--- config.mk ---
export PLATFORM = sky130hd
export DESIGN_NAME = irda_fir_4ppm_decoder
export DESIGN_NICKNAME = d
export VERILOG_FILES = /design/src/rtl/irda_fir_4ppm_decoder.sv
export SDC_FILE = /design/constraint.sdc
export NUM_CORES = 1
export LEC_CHECK = 0
export ABC_AREA = 1
export BUFFER_PORTS_ARGS = -buffer_cell sky130_fd_sc_hd__buf_2
export CAP_MARGIN = 20
export CORE_MARGIN = 10
export CORE_UTILIZATION = 50
export CTS_BUF_LIST = sky130_fd_sc_hd__clkbuf_8
export DETAILED_ROUTE_END_ITERATION = 16
export PLACE_DENSITY = 0.66
export SLEW_MARGIN = 10
export SYNTH_ARGS = -nofsm -noshare
export SYNTH_HDL_FRONTEND = slang
export SYNTH_SLANG_ARGS = --single-unit
--- constraint.sdc ---
create_clock -name clk -period 2.1 [get_ports clk]
set_input_delay 0.42 -clock clk [delete_from_list [all_inputs] [get_ports clk]]
set_output_delay 0.42 -clock clk [all_outputs]
set_load 0.05 [all_outputs]
--- src/rtl/irda_fir_4ppm_decoder.sv ---
// FIR (4 Mb/s) 4PPM receive decoder: preamble lock, start flag,
// data symbols to bytes, stop flag, frame length and symbol errors.
//
// Ports
//   clk          system clock
//   wb_rst_i     asynchronous reset, active low
//   chip_en      one-clk strobe per 125 ns chip; all chip logic advances on it
//   rx_i         synchronised chip level, 1 = optical pulse
//   restart_i    synchronous abort back to HUNT (wins over chip_en)
//   dat_o        decoded byte, qualified by dat_valid_o
//   dat_valid_o  one-clk pulse per decoded byte
//   sync_o       preamble lock held (PREAMBLE or DATA)
//   start_o      one-clk pulse, start flag accepted
//   stop_o       one-clk pulse, stop flag accepted, byte_cnt_o is final
//   sym_err_o    one-clk pulse, illegal data symbol
//   len_err_o    one-clk pulse, frame longer than MAX_LEN bytes
//   byte_cnt_o   bytes emitted in the current frame, cleared on start_o

module irda_fir_4ppm_decoder #(
    parameter int PRE_MATCH = 4,
    parameter int MAX_LEN   = 2050
) (
    input  logic        clk,
    input  logic        wb_rst_i,
    input  logic        chip_en,
    input  logic        rx_i,
    input  logic        restart_i,
    output logic [7:0]  dat_o,
    output logic        dat_valid_o,
    output logic        sync_o,
    output logic        start_o,
    output logic        stop_o,
    output logic        sym_err_o,
    output logic        len_err_o,
    output logic [11:0] byte_cnt_o
);

    // Flag patterns, oldest chip in the MSB.
    localparam logic [15:0] PRE   = 16'b1000_0000_1010_1000;
    localparam logic [31:0] START = 32'b0000_1100_0000_1100_0110_0000_0110_0000;
    localparam logic [31:0] STOP  = 32'b0000_1100_0000_1100_0000_0110_0000_0110;

    localparam logic [3:0]  LOCK_CNT = 4'(PRE_MATCH);
    localparam logic [11:0] LEN_CAP  = 12'(MAX_LEN);

    typedef enum logic [1:0] {
        HUNT,
        PREAMBLE,
        DATA
    } state_t;

    state_t      state, state_nxt;
    logic [31:0] sr, sr_nxt;
    logic [3:0]  phase, phase_nxt;
    logic [3:0]  match_cnt, match_nxt;
    logic [3:0]  skip_cnt, skip_nxt;
    logic [1:0]  dbp_idx, idx_nxt;
    logic [5:0]  acc, acc_nxt;
    logic [11:0] cnt_nxt;
    logic [7:0]  dat_nxt;
    logic        valid_nxt;
    logic        start_nxt;
    logic        stop_nxt;
    logic        sym_nxt;
    logic        len_nxt;

    // Window as it stands once the current chip is shifted in; every
    // check is made on it so pulses appear the clk after chip_en.
    logic [31:0] sr_sh;
    logic        pre_hit;
    logic [1:0]  dbp;
    logic        sym_ok;
    logic [7:0]  full_byte;

    assign sr_sh     = {sr[30:0], rx_i};
    assign pre_hit   = (sr_sh[15:0] == PRE);
    assign full_byte = {dbp, acc};

    always_comb begin
        dbp    = 2'd0;
        sym_ok = 1'b1;
        unique case (sr_sh[31:28])
            4'b1000: dbp = 2'd0;
            4'b0100: dbp = 2'd1;
            4'b0010: dbp = 2'd2;
            4'b0001: dbp = 2'd3;
            default: sym_ok = 1'b0;
        endcase
    end

    always_comb begin
        state_nxt = state;
        sr_nxt    = sr;
        phase_nxt = phase;
        match_nxt = match_cnt;
        skip_nxt  = skip_cnt;
        idx_nxt   = dbp_idx;
        acc_nxt   = acc;
        cnt_nxt   = byte_cnt_o;
        dat_nxt   = dat_o;
        valid_nxt = 1'b0;
        start_nxt = 1'b0;
        stop_nxt  = 1'b0;
        sym_nxt   = 1'b0;
        len_nxt   = 1'b0;

        if (restart_i) begin
            state_nxt = HUNT;
            sr_nxt    = '0;
            phase_nxt = '0;
            match_nxt = '0;
            skip_nxt  = '0;
            idx_nxt   = '0;
            acc_nxt   = '0;
            cnt_nxt   = '0;
        end else if (chip_en) begin
            sr_nxt    = sr_sh;
            phase_nxt = phase + 4'd1;
            unique case (state)
                HUNT: begin
                    if (match_cnt == 4'd0) begin
                        // Free-running search; a hit fixes block phase.
                        if (pre_hit) begin
                            match_nxt = 4'd1;
                            phase_nxt = 4'd0;
                        end
                    end else if (phase == 4'hF) begin
                        if (pre_hit) begin
                            match_nxt = match_cnt + 4'd1;
                            if (match_cnt + 4'd1 == LOCK_CNT) begin
                                state_nxt = PREAMBLE;
                            end
                        end else begin
                            match_nxt = 4'd0;
                        end
                    end
                end
                PREAMBLE: begin
                    if (phase == 4'hF) begin
                        if (sr_sh == START) begin
                            state_nxt = DATA;
                            start_nxt = 1'b1;
                            cnt_nxt   = 12'd0;
                            skip_nxt  = 4'd8;
                            idx_nxt   = 2'd0;
                            acc_nxt   = 6'd0;
                        end else if (!pre_hit &&
                                     sr_sh[15:0] != START[31:16]) begin
                            state_nxt = HUNT;
                            match_nxt = 4'd0;
                        end
                    end
                end
                DATA: begin
                    if (phase[1:0] == 2'b11) begin
                        if (sr_sh == STOP) begin
                            stop_nxt  = 1'b1;
                            state_nxt = HUNT;
                            match_nxt = 4'd0;
                        end else if (skip_cnt > 4'd1) begin
                            // skip_cnt counts start-flag symbols still in
                            // the window; the last one leaves on this shift
                            // when skip_cnt is 1, so decoding starts then.
                            skip_nxt = skip_cnt - 4'd1;
                        end else if (!sym_ok) begin
                            skip_nxt  = 4'd0;
                            sym_nxt   = 1'b1;
                            state_nxt = HUNT;
                            match_nxt = 4'd0;
                        end else begin
                            skip_nxt = 4'd0;
                            if (dbp_idx == 2'd3) begin
                                idx_nxt = 2'd0;
                                acc_nxt = 6'd0;
                                if (byte_cnt_o >= LEN_CAP) begin
                                    len_nxt   = 1'b1;
                                    state_nxt = HUNT;
                                    match_nxt = 4'd0;
                                end else begin
                                    dat_nxt   = full_byte;
                                    valid_nxt = 1'b1;
                                    cnt_nxt   = byte_cnt_o + 12'd1;
                                end
                            end else begin
                                idx_nxt = dbp_idx + 2'd1;
                                unique case (dbp_idx)
                                    2'd0:    acc_nxt[1:0] = dbp;
                                    2'd1:    acc_nxt[3:2] = dbp;
                                    default: acc_nxt[5:4] = dbp;
                                endcase
                            end
                        end
                    end
                end
                default: begin
                    state_nxt = HUNT;
                    match_nxt = 4'd0;
                end
            endcase
        end
    end

    always_ff @(posedge clk or negedge wb_rst_i) begin
        if (!wb_rst_i) begin
            state       <= HUNT;
            sr          <= '0;
            phase       <= '0;
            match_cnt   <= '0;
            skip_cnt    <= '0;
            dbp_idx     <= '0;
            acc         <= '0;
            byte_cnt_o  <= '0;
            dat_o       <= '0;
            dat_valid_o <= 1'b0;
            sync_o      <= 1'b0;
            start_o     <= 1'b0;
            stop_o      <= 1'b0;
            sym_err_o   <= 1'b0;
            len_err_o   <= 1'b0;
        end else begin
            state       <= state_nxt;
            sr          <= sr_nxt;
            phase       <= phase_nxt;
            match_cnt   <= match_nxt;
            skip_cnt    <= skip_nxt;
            dbp_idx     <= idx_nxt;
            acc         <= acc_nxt;
            byte_cnt_o  <= cnt_nxt;
            dat_o       <= dat_nxt;
            dat_valid_o <= valid_nxt;
            sync_o      <= (state_nxt != HUNT);
            start_o     <= start_nxt;
            stop_o      <= stop_nxt;
            sym_err_o   <= sym_nxt;
            len_err_o   <= len_nxt;
        end
    end

endmodule

Word-level counts from Yosys, hierarchy flattened:

Cells that the tools add are included.

* bits of input ports: 5
* bits in registers: 79
* output and inout bits: 26
* logic and storage cells: 197

* reductions and logical operators: 18
* order comparisons: 2
* bitwise gates (word level): 4
* add/sub/neg operators: 5
* eq/ne operators: 33
* multiplexer cells: 118

Operators by type and width (count)
* $mux 12: 10
* $mux 4: 27
* $eq 32x28->1 const B: 2
* $mux 31: 2
* $mux 2: 27
* $mux 6: 9
* $mux 1: 36
* $reduce_and 9->1: 4
* $ne 3x3->1 const B: 10
* $ne 4x4->1 const B: 6
* $pmux 12 s2: 1
* $reduce_and 10->1: 2
* $eq 16x16->1 const B: 1
* $ne 16x12->1 const B: 1
* $add 12x1->12 const B: 1
* $ge 12x12->1 const B: 1
* $pmux 2 s3: 2
* $pmux 4 s3: 1
* $pmux 6 s2: 1
* $ne 5x5->1 const B: 2
* $add 4x1->4 const B: 2
* $eq 4x3->1 const B: 2
* $eq 4x4->1 const B: 2
* $pmux 4 s2: 1
* 19 further kinds: 27

Longest topological paths before layout:

Gate-level depths: netlist (run 1).

* depth in word-level cells: 11
* gate-level depth with buffers: 15
* mapped depth without buffers: 15

Worst setup path after synthesis (run 1):

Ideal clock, no wire load.

* path kind: register to register
* from: register byte_cnt_o[0]
* to: register dat_o[4]
* clock period less this slack: 2.135 ns
* stages on the path, launching flop included: 14
* arrival time: 2.015 ns
* setup slack: -0.035 ns
* buffers on the path: 1
* required time: 1.980 ns
* path through: dfrtp_1 > inv_1 > ha_1 > inv_1 > nand2_1 > nor2_1 > nand3_1 > nand2_1 > nand2_1 > a21oi_1 > nand3_2 > buf_2 > o21ai_0 > inv_1

* word-level cells in the longest chain between the ends: 3

RTL lines
* start: declaration: line 35 `output logic [11:0] byte_cnt_o`
* start signal: assignment: line 228 `byte_cnt_o <= cnt_nxt;`
* $ge 12x12->1: line 175 `if (byte_cnt_o >= LEN_CAP) begin`
* $not 1->1 (no line)
* $reduce_and 9->1 (no line)
* end signal: assignment: line 229 `dat_o <= dat_nxt;`
* end: declaration: line 28 `output logic [7:0] dat_o,`

No other way between the ends.
A chain may end at the register's enable or synchronous reset.

Worst setup path in the final report (run 1):

* from: register byte_cnt_o[1]
* to: register dat_o[6]

The elaborated chain is that of the path after synthesis.

==> results.sh, run 1 <==
export IMPL_status="finished clean"
export IMPL_routed_wl_um=11000
export IMPL_worstPathArrival_ns=2.24
export IMPL_hold_start="rx_i"
export IMPL_cts_clk_slew_worst_paths_ns=0.08
export IMPL_vias_per_cell=5.31
export IMPL_drc_errors=0
export IMPL_path_class="reg -> reg"
export IMPL_crit_required_ns=2.35
export IMPL_port_buffers=30
export IMPL_grt_max_degree=38
export IMPL_finalNetCount=689
export IMPL_cts_buffers=9
export IMPL_clk_latency_ns=0.35
export IMPL_n_antenna_cell=0
export IMPL_yosysWarnings=0
export IMPL_drtAntennaViolNets=0
export IMPL_yosys_register_bits=79
export IMPL_area_delta_synth_final_pct=14.9
export IMPL_postLayoutCoreUtil=0.584
export IMPL_drt_iter0_drc=238
export IMPL_cpPeakStageDelay_ns=0.46
export IMPL_netlist_instances=622
export IMPL_power_density_mw_per_mm2=598
export IMPL_skew_ns=0.00537
export IMPL_grt_pass1_wl_um=18500
export IMPL_postSynthAreaPerCell_um2=7.44
export IMPL_firstDrtPassIters=5
export IMPL_synth_cell_type_count=35
export IMPL_ios=31
export IMPL_dp_cells=766
export IMPL_h_tree_depth=3
export IMPL_cp_slowest_cell="dfrtp_1"
export IMPL_syn_nets=638
export IMPL_fp_dieW_um=116
export IMPL_grt_remaining_overflow=0
export IMPL_setup_viol=0
export IMPL_wire_per_inst_um=14.0
export IMPL_path_buf_inv=3
export IMPL_cts_root_buf="clkbuf_8"
export IMPL_leakagePower_nw=2.61
export IMPL_period_minus_slack_ns=1.99
export IMPL_clockBufferDepth=2
export IMPL_reg2reg_from="byte_cnt_o[1]$_DFFE_PN0P_"
export IMPL_antenna_found_initial=0
export IMPL_cp_common_cell="nand2_1"
export IMPL_final_cells=788
export IMPL_placed_area_mm2=0.00499
export IMPL_gp_congestion=0.894
export IMPL_drive_gt1_frac=0.174
export IMPL_die_h_um=116
export IMPL_rows=35
export IMPL_cts_sinks=79
export IMPL_hold_path_class="in -> reg"
export IMPL_start_util=0.508
export IMPL_core_region_area_mm2=0.00911
export IMPL_crit_fanout=8
export IMPL_maxCapViolations=0
export IMPL_maxClockFrequency_mhz=503
export IMPL_fillers=837
export IMPL_dp_hpwl_um=7970
export IMPL_fin_crit_sh=0.947
export IMPL_cp_top_family="simple AND/OR/NAND/NOR gates"
export IMPL_fin_area_mm2=0.00532
export IMPL_worstSetupEndpointType="flop"
export IMPL_hold_viol_final=0
export IMPL_synth_area_mm2=0.00463
export IMPL_die_area_mm2=0.0135
export IMPL_grtUsageTotal=0.168
export IMPL_worstPathCellList="ha_1 -> inv_1 -> nand2_1 -> nor2_1 -> nand3_1 -> nand2_1 -> nand2_1 -> a21oi_4 -> buf_12 -> nand3_4 -> o21ai_1 -> inv_1"
export IMPL_cts_tree="yes"
export IMPL_vdd_drop_max_v=0.000334
export IMPL_worstMarginPinSlew_ns=0.584
export IMPL_slew_viol_final=0
export IMPL_vias=4187
export IMPL_worstSetupStartpointType="flop"
export IMPL_first_global_vias=3962
export IMPL_cp_startpoint="byte_cnt_o[1]$_DFFE_PN0P_"
export IMPL_ys_seq_area_frac=0.427
export IMPL_relSlewSlack=0.608
[registers in the layout (all words and copies together), names as in the netlist, 2 cells and up]
name / flops
phase: 4
acc: 6
state: 2
byte_cnt_o: 12
dat_o: 8
match_cnt: 4
dbp_idx: 2
sr: 31
skip_cnt: 4
[synthesized netlist by cell type, drive strengths merged]
cell type | number | area share
nand2 | 151 | 0.12
nor2 | 81 | 0.074
nand4 | 35 | 0.047
a31oi | 4 | 0.0087
nand3 | 48 | 0.057
nor3b | 1 | 0.0016
nor3 | 18 | 0.026
nor4 | 9 | 0.012
nor2b | 1 | 0.0014
a21oi | 8 | 0.0087
inv | 99 | 0.081
clkbuf | 7 | 0.0057
xor2 | 4 | 0.0076
ha | 11 | 0.030
o31ai | 1 | 0.0027
a31o | 1 | 0.0019
a2111oi | 1 | 0.0019
o21ai | 20 | 0.022
o22ai | 31 | 0.042
buf | 9 | 0.013
dfrtp | 79 | 0.43
or2 | 3 | 0.0041
[worst min-delay path: stages]
cell and delay, ns:
buf_2 0.12, inv_1 0.09, o22ai_1 0.09
[logic make-up (layout without fill, tap and decap cells)]
kind of cell | count (synthesis) | count (layout) | share of synthesized area
AOI/OAI and AO/OA | 66 | 66 | 0.0881
adders and majority gates | 11 | 11 | 0.0297
xor gates and xnor gates | 4 | 4 | 0.00757
buffers and inverters | 115 | 169 | 0.0995
DFF | 79 | 79 | 0.427
and+or+nand+nor | 347 | 348 | 0.348
[routing by layer]
layer	vias up	global-route usage	share of wire
met1	1940	0.215	0.46
met3	11	0.0349	0.052
met5	-	0	0
met2	94	0.278	0.47
met4	0	0.0525	0.013
li1	2142	-	-
[worst paths after layout]
check	to	slack (ns)	cells past startpoint
worst min-delay path	sr[0]$_DFFE_PN0P_	0.40	3
worst max-delay path	dat_o[6]$_DFFE_PN0P_	0.11	12
min in group asynchronous	dat_o[0]$_DFFE_PN0P_	0.50	2
max in group asynchronous	phase[2]$_DFFE_PN0P_	1.03	3
worst max register to register	dat_o[6]$_DFFE_PN0P_	0.11	12
worst min register to register	acc[3]$_DFFE_PN0P_	0.48	2
[report_power, final]
part           switching [mW]  total, mW  internal [mW]
Clock                   0.581       1.13          0.551
Combinational           0.315      0.464          0.149
Sequential             0.0337       1.58           1.55
Total                   0.930       3.18           2.25
[cell type report]
type                    instances  area [um2]  area share
multi-input cells             429        2260       0.425
inverters                      99         374      0.0704
well taps                     111         139      0.0261
flip-flops and latches         79        1980       0.372
clock inverters                 6        68.8      0.0129
clock buffers                   9         124      0.0233
repair buffers                 55         372      0.0699
[through the flow]
step	TNS [ns]	total power [mW]	hold WS (ns)	worst slack, ns
after floorplan	0	1.89	0.124	0.0993
after detailed placement	0	2.03	0.344	0.0321
after global routing	-0.0453	3.36	0.400	-0.0216
after global placement	0	2.02	0.341	0.0571
after CTS	0	3.18	0.386	0.0102
final	0	3.18	0.402	0.112
[layout by cell type (no fill, tap or decap), types with 13 or more instances in the layout]
| cell type | n |
|---|---|
| nand4_1 | 35 |
| buf_2 | 29 |
| buf_4 | 22 |
| inv_1 | 85 |
| inv_2 | 13 |
| nand3_1 | 42 |
| nor2_1 | 69 |
| o22ai_1 | 31 |
| o21ai_0 | 14 |
| dfrtp_1 | 78 |
| nand2_1 | 149 |
| nor3_1 | 13 |
[repair_timing]
item,4_1_cts,5_1_grt
hold buffers,1,0
hold endpoints to repair,23,0
setup buffers,0,5
resized for setup,0,17
endpoints found under the setup margin,0,34
Power figures use the tool's default switching activity.
==> inputs of run 2 (changes only) <==
- ABC_CLOCK_PERIOD_IN_PS: unset -> 2100
- RECOVER_POWER: unset -> 25
==> run 2 against run 1 <==
  * Critical path depth unchanged
  * Count of clock-buffer cells in the layout unchanged
  * Largest power group unchanged
  * Sequential cell count unchanged
  * Die area unchanged
  * Maximum frequency about the same
  * Critical endpoint unchanged
  * Cell count unchanged
  * Cell area decreased by 0.28%
==> results.sh, run 2 (synthesis results as in run 1) <==
export IMPL_status="finished clean"
export IMPL_cts_tree="yes"
export IMPL_finalSetupTns_ns=0
export IMPL_cpPeakStageDelay_ns=0.46
export IMPL_fp_dieW_um=116
export IMPL_worstPathCellList="ha_1 -> inv_1 -> nand2_1 -> nor2_1 -> nand3_1 -> nand2_1 -> nand2_1 -> a21oi_4 -> buf_12 -> nand3_4 -> o21ai_1 -> inv_1"
export IMPL_grt_pass1_wl_um=18500
export IMPL_period_minus_slack_ns=1.99
export IMPL_power_density_mw_per_mm2=599
export IMPL_drtAntennaViolNets=0
export IMPL_cts_root_buf="clkbuf_8"
export IMPL_fin_area_mm2=0.00530
export IMPL_reg_top3="sr (31), byte_cnt_o (12), dat_o (8)"
export IMPL_cts_sinks=79
export IMPL_worstPathArrival_ns=2.24
export IMPL_rows=35
export IMPL_grt_max_degree=38
export IMPL_wire_per_inst_um=14.0
export IMPL_area_delta_synth_final_pct=14.5
export IMPL_p_total_mw=3.17
export IMPL_cts_buffers=9
export IMPL_antenna_found_initial=0
export IMPL_dp_hpwl_um=7970
export IMPL_clk_latency_ns=0.35
export IMPL_clockBufferDepth=2
export IMPL_vias=4185
export IMPL_cts_clk_slew_worst_paths_ns=0.08
export IMPL_relSlewSlack=0.390
export IMPL_top_register="sr"
export IMPL_h_tree_depth=3
export IMPL_cp_common_cell="nand2_1"
export IMPL_finalNetCount=689
export IMPL_crit_fanout=8
export IMPL_crit_required_ns=2.35
export IMPL_leakagePower_nw=2.60
export IMPL_drc_errors=0
export IMPL_drt_iter0_drc=233
export IMPL_worstSetupStartpointType="flop"
export IMPL_largest_reg_flops=31
export IMPL_fin_crit_sh=0.946
export IMPL_grt_remaining_overflow=0
export IMPL_hold_path_class="in -> reg"
export IMPL_hold_start="rx_i"
export IMPL_worstSetupEndpointType="flop"
export IMPL_reg2reg_from="byte_cnt_o[1]$_DFFE_PN0P_"
export IMPL_cp_slowest_cell="dfrtp_1"
export IMPL_hold_viol_final=0
export IMPL_skew_ns=0.00593
export IMPL_path_class="reg -> reg"
export IMPL_die_area_mm2=0.0135
export IMPL_first_global_vias=3962
export IMPL_vias_per_cell=5.31
export IMPL_gp_congestion=0.894
export IMPL_final_common_cell="nand2_1"
export IMPL_placed_area_mm2=0.00499
export IMPL_routed_wl_um=11000
export IMPL_maxCapViolations=0
export IMPL_n_antenna_cell=0
export IMPL_worstMarginPinSlew_ns=0.916
export IMPL_maxClockFrequency_mhz=503
export IMPL_final_cell_mix="149 x nand2_1, 85 x inv_1, 78 x dfrtp_1, 69 x nor2_1, 42 x nand3_1"
export IMPL_slew_viol_final=0
export IMPL_setup_viol=0
export IMPL_grtUsageTotal=0.168
export IMPL_vdd_drop_max_v=0.000334
export IMPL_ios=31
export IMPL_start_util=0.508
export IMPL_cp_startpoint="byte_cnt_o[1]$_DFFE_PN0P_"
export IMPL_firstDrtPassIters=5
export IMPL_core_region_area_mm2=0.00911
export IMPL_port_buffers=30
export IMPL_die_h_um=116
export IMPL_drive_gt1_frac=0.174
[run 2: cell types whose count changed in the layout (fill, tap and decap cells not counted)]
cell | before | now
buf_12 | 2 | 1
clkbuf_2 | 0 | 1
[run 2: metal layers]
layer | global-route usage | share of wire | vias to the layer above
met5 | 0 | 0 | -
met4 | 0.0525 | 0.011 | 0
met3 | 0.0349 | 0.049 | 11
met2 | 0.278 | 0.47 | 96
met1 | 0.215 | 0.46 | 1935
li1 | - | - | 2143
[run 2: cell type report]
cell class / instances / area, um2
Clock buffer: 9 / 124
Clock inverter: 6 / 68.8
Fill cell: 839 / 3810
Inverter: 99 / 374
Multi-Input combinational cell: 429 / 2260
Sequential cell: 79 / 1980
Tap cell: 111 / 139
Timing Repair Buffer: 55 / 357
[run 2: worst max-delay path, delay by kind of cell, from the launching register on]
kind | cells | cell delay, ns
AO/OA/AOI/OAI | 2 | 0.35
flip-flops | 1 | 0.46
buffers and inverters | 3 | 0.24
adder cells (fa/ha/maj) | 1 | 0.21
AND/OR/NAND/NOR | 6 | 0.64
[run 2: power breakdown]
group / internal, mW / leakage [nW] / switching [mW]
clock: 0.551 / 0.0961 / 0.581
combinational: 0.145 / 1.45 / 0.314
sequential: 1.55 / 1.05 / 0.0339
total: 2.24 / 2.60 / 0.929
[run 2: path summary, 6_finish.rpt]
check / endpoint / slack [ns] / depth (start not counted)
worst min register to register: acc[3]$_DFFE_PN0P_ / 0.48 / 2
worst max-delay path: dat_o[6]$_DFFE_PN0P_ / 0.11 / 12
max in group asynchronous: match_cnt[2]$_DFFE_PN0P_ / 0.43 / 3
worst max register to register: dat_o[6]$_DFFE_PN0P_ / 0.11 / 12
min in group asynchronous: dat_o[0]$_DFFE_PN0P_ / 0.49 / 2
worst min-delay path: sr[0]$_DFFE_PN0P_ / 0.40 / 3
[run 2: stage by stage]
stage / utilization / hold slack [ns] / setup slack, ns / instances
after floorplan: - / 0.124 / 0.0993 / 622
after global placement: 0.548 / 0.341 / 0.0571 / 766
after detailed placement: 0.548 / 0.344 / 0.0321 / 766
after CTS: 0.570 / 0.386 / 0.0102 / 782
after global routing: 0.582 / 0.400 / -0.0216 / 788
final: 0.582 / 0.402 / 0.113 / 788
[run 2: what timing repair did]
action | in CTS | in global routing
resized for setup | 0 | 17
buffers inserted | 0 | 5
endpoints found under the hold margin | 23 | 0
hold buffers | 1 | 0
endpoints found under the setup margin | 0 | 34
